$ cat src/rtl/seq_sub64.sv
// Two-cycle W-bit subtractor: low half then high half, borrow carried between them in a register.
// Optional macro SUB_OVF_EN adds a registered signed-overflow output (ovf).
module seq_sub64 #(
  parameter int WIDTH = 64
) (
  input  logic             clk,
  input  logic             rst_n,
  input  logic             in_valid,
  output logic             in_ready,
  input  logic [WIDTH-1:0] a,
  input  logic [WIDTH-1:0] b,
  input  logic             bin,
  output logic             out_valid,
  input  logic             out_ready,
  output logic [WIDTH-1:0] diff,
  output logic             bout
`ifdef SUB_OVF_EN
  ,
  output logic             ovf
`endif
);

  localparam int HALF = WIDTH / 2;

  typedef enum logic [1:0] {IDLE, LOW, HIGH, DONE} state_t;

  state_t           state_reg, state_next;
  logic [WIDTH-1:0] a_reg, b_reg;
  logic             bin_reg;
  logic             borrow_reg;
  logic [WIDTH-1:0] diff_reg;
  logic             bout_reg;
  logic [HALF:0]    lo_res, hi_res;

  // One extra bit on each slice: a negative result sets it, which is exactly the borrow.
  assign lo_res = {1'b0, a_reg[HALF-1:0]} - {1'b0, b_reg[HALF-1:0]}
                  - {{HALF{1'b0}}, bin_reg};
  assign hi_res = {1'b0, a_reg[WIDTH-1:HALF]} - {1'b0, b_reg[WIDTH-1:HALF]}
                  - {{HALF{1'b0}}, borrow_reg};

  always_comb begin
    state_next = state_reg;
    case (state_reg)
      IDLE: if (in_valid) state_next = LOW;
      LOW:  state_next = HIGH;
      HIGH: state_next = DONE;
      DONE: if (out_ready) state_next = IDLE;
      default: state_next = IDLE;
    endcase
  end

  always_ff @(posedge clk or negedge rst_n) begin
    if (!rst_n) begin
      state_reg  <= IDLE;
      a_reg      <= '0;
      b_reg      <= '0;
      bin_reg    <= 1'b0;
      borrow_reg <= 1'b0;
      diff_reg   <= '0;
      bout_reg   <= 1'b0;
    end else begin
      state_reg <= state_next;
      case (state_reg)
        IDLE: if (in_valid) begin
          a_reg   <= a;
          b_reg   <= b;
          bin_reg <= bin;
        end
        LOW: begin
          diff_reg[HALF-1:0] <= lo_res[HALF-1:0];
          borrow_reg         <= lo_res[HALF];
        end
        HIGH: begin
          diff_reg[WIDTH-1:HALF] <= hi_res[HALF-1:0];
          bout_reg               <= hi_res[HALF];
        end
        default: ;
      endcase
    end
  end

`ifdef SUB_OVF_EN
  logic ovf_reg;

  // Operands of differing sign, and the result sign differs from the minuend.
  always_ff @(posedge clk or negedge rst_n) begin
    if (!rst_n) begin
      ovf_reg <= 1'b0;
    end else if (state_reg == HIGH) begin
      ovf_reg <= (a_reg[WIDTH-1] ^ b_reg[WIDTH-1]) & (a_reg[WIDTH-1] ^ hi_res[HALF-1]);
    end
  end

  assign ovf = ovf_reg;
`endif

  // Ready is gated by rst_n so it reads low for the whole time reset is held.
  assign in_ready  = rst_n && (state_reg == IDLE);
  assign out_valid = (state_reg == DONE);
  assign diff      = diff_reg;
  assign bout      = bout_reg;

endmodule

$ cat config.mk
export PLATFORM = sky130hd
export DESIGN_NAME = seq_sub64
export DESIGN_NICKNAME = d
export VERILOG_FILES = /design/src/rtl/seq_sub64.sv
export SDC_FILE = /design/constraint.sdc
export NUM_CORES = 1
export LEC_CHECK = 0
export BUFFER_PORTS_ARGS = -buffer_cell sky130_fd_sc_hd__buf_2
export CORE_MARGIN = 2
export CORE_UTILIZATION = 47
export DETAILED_ROUTE_END_ITERATION = 6
export PLACE_DENSITY = 0.74
export SKIP_LAST_GASP = 1
export SLEW_MARGIN = 20
export SYNTH_ARGS = -nofsm -noshare
export SYNTH_HDL_FRONTEND = slang
export SYNTH_SLANG_ARGS = --single-unit
export TNS_END_PERCENT = 30
$ cat constraint.sdc
create_clock -name clk -period 2.8 [get_ports clk]
set_clock_uncertainty 0.05 [all_clocks]
set_input_delay 0.28 -clock clk [delete_from_list [all_inputs] [get_ports clk]]
set_output_delay 0.28 -clock clk [all_outputs]
set_load 0.005 [all_outputs]
==> summary.txt <==
Status - finished with violations
Failing checks - setup timing
Flop-to-flop setup slack - -0.33 ns
Synth warnings - 0
Synthesized area per cell - 10.6 sq um
Initial Util - 48.1%
Fin nets - 1703
Routed wire length - 26.8 mm
Number of synthesized register bits - 197
Worst path required time - 3.06 ns
Post-synth ARST share - 100%
Number of global-route vias before repair - 9291
Initial antenna violation count - 1
Wire per inst - 15.0 um
Startpoint Class - flop
Post-synthesis compound-gate area fraction - 10.6%
Synth Instances - 1146
Die ar. - 27200 sq um
Maxcap violations - 0
Simple-Gate Fraction of Synth Area - 6.54%
Setup Viol. Count Final - 27
Worst slew pin tran - 0.685 ns
Largest family of logic cells by synthesized area - multiplexers
Gr usage total - 20.0%
Num rows - 58
Clock Sinks - 197
Xor/xnor share of the synthesized area - 4.11%
TNS Setup - -4.72 ns
Setup CP Type - reg -> reg
Most frequent cells in the layout - inv_1, buf_2, dfrtp_1, mux2_2, ha_1
Synth Area in Adders - 13.9%
Grt total ovfl - 0
Hold Path Class - in -> reg
Post-synthesis sequential area ratio - 40.6%
EDFF count, synth - 0
DR iter-0 viols - 376
Library cells used by synthesis - 61
Clock root buffer - clkbuf_16
Worst Path Arrival - 3.39 ns
H-tree depth - 4
Crit Path Max Fanout - 3
Die X - 165 um
Fmax - 0.319 GHz
Routed Antenna Nets - 0
Mapped cell area - 12200 sq um
First-pass GRT wire length - 43.6 mm
CTS tree - built
Core area - 25300 sq um
CTS Buf Count - 17
Synth Flop Type - dfrtp_1
GPL Wtd Cong - 0.878
Die H - 165 um
Pre-CTS WS - -0.360 ns
Clock transition at path regs - 0.08 ns
Hpwl dp - 20.2 mm
Pre-antenna DRT Iters - 5
Fin. Hold Viols - 0
Synth-to-layout area growth - 24.7%
Port buffer count - 199
PnR worst setup slack - -0.333 ns
Syn_nets - 1412
I/O Pins - 200
DRC Markers - 0
Fin. max-slew vios - 0
Final min period - 3.13 ns
Worst skew pair latency - 0.43 ns
RSZ-0062 raised after global routing - true
Crit. End Element - flop
Commonest non-fill, non-tap cell in the layout - inv_1
Largest net degree at the start of global routing - 127
Placed cell count - 1734
Detailed-route via count - 9082
Portion of netlist area occupied by mux cells - 17.0%
Longest Clk Path Bufs - 2
Tcrit/Tclk final - 112%
Vias/cell - 5.09
Worst relative slew slack - 54.3%
Layout Cells excl Fill - 1783
Fraction of layout cells with a size suffix above 1 - 39.7%
[final cells by class]
| cell class | count | area (sq um) |
|---|---|---|
| sequential | 197 | 4930 |
| inverter | 204 | 766 |
| clock buffer | 20 | 457 |
| tap | 330 | 413 |
| timing repair buffer | 302 | 1820 |
| fill | 2137 | 10100 |
| antenna | 3 | 7.51 |
| multi-input combinational | 715 | 6640 |
| clock inverter | 12 | 120 |
[synthesized netlist by cell type (all sizes together), types with 7 or more instances]
cell    count  share of area, %
nor3        7              0.29
dfrtp     197                41
ha        129                13
nand2      34               1.1
nor2b      14              0.72
xor2       19               1.4
a21o       27               1.7
inv       204               6.3
xnor2      38               2.7
mux2      181                17
nand4       8              0.41
nand3       7              0.29
a21oi      62               2.6
clkbuf     26              0.80
o21ai      35               1.5
nor2       35               1.1
and2        8              0.41
and3        9              0.46
o21a       12              0.74
[worst paths after layout]
check / cells past startpoint / from / endpoint
max: 14 / borrow_reg$_DFFE_PN0N_ / bout$_DFFE_PN0P_
min: 2 / a[9] / a_reg[9]$_DFFE_PN0P_
max reg2reg: 14 / borrow_reg$_DFFE_PN0N_ / bout$_DFFE_PN0P_
min reg2reg: 2 / diff[62]$_DFFE_PN0P_ / diff[62]$_DFFE_PN0P_
max in group asynchronous: 3 / rst_n / b_reg[17]$_DFFE_PN0P_
min in group asynchronous: 2 / rst_n / a_reg[46]$_DFFE_PN0P_
[logic make-up (layout without fill, tap and decap cells)]
group                      after synthesis  count (layout)
AOI/OAI and AO/OA                      192             192
xor gates and xnor gates                57              57
adders and majority gates              133             133
buffers and inverters                  234             538
DFF                                    197             197
muxes                                  184             184
other                                    0               3
and+or+nand+nor                        149             149
[worst max-delay path, stage by stage (launching register included)]
cell and delay, ns:
dfrtp_1 0.37, inv_2 0.05, fa_2 0.40, inv_1 0.08
fa_1 0.21, nand3b_1 0.11, a221oi_2 0.35, a21oi_1 0.14
o41ai_2 0.32, a21oi_2 0.17, a31oi_4 0.21, buf_4 0.15
o211ai_1 0.12, a22oi_1 0.20, o21ai_1 0.10
[metrics by stage]
stage          hold WS, ns  util (%)  cell area [sq um]
2_1_floorplan      -0.0656         -              12200
3_3_place_gp         0.149      56.4              14200
3_5_place_dp         0.155      56.4              14200
4_1_cts            0.00719      59.1              14900
5_1_grt           0.000704      60.0              15100
6_report            0.0269      60.0              15200
[layer usage]
metal,track usage [%],up-vias,part of all wire [%]
met5,0,-,0
li1,-,4486,-
met4,3.91,0,1.1
met2,35.0,194,49
met3,5.52,25,5.7
met1,24.7,4377,44
[what timing repair did]
item	in CTS	in global routing
buffers inserted	8	4
setup endpoints to repair	28	33
endpoints found under the hold margin	29	1
pin swaps	17	11
resized for setup	12	30
hold buffers	1	1
Power is left out: the tool's default activity adds up to more than one toggle a clock period on the data nets, which glitch-free logic cannot reach.
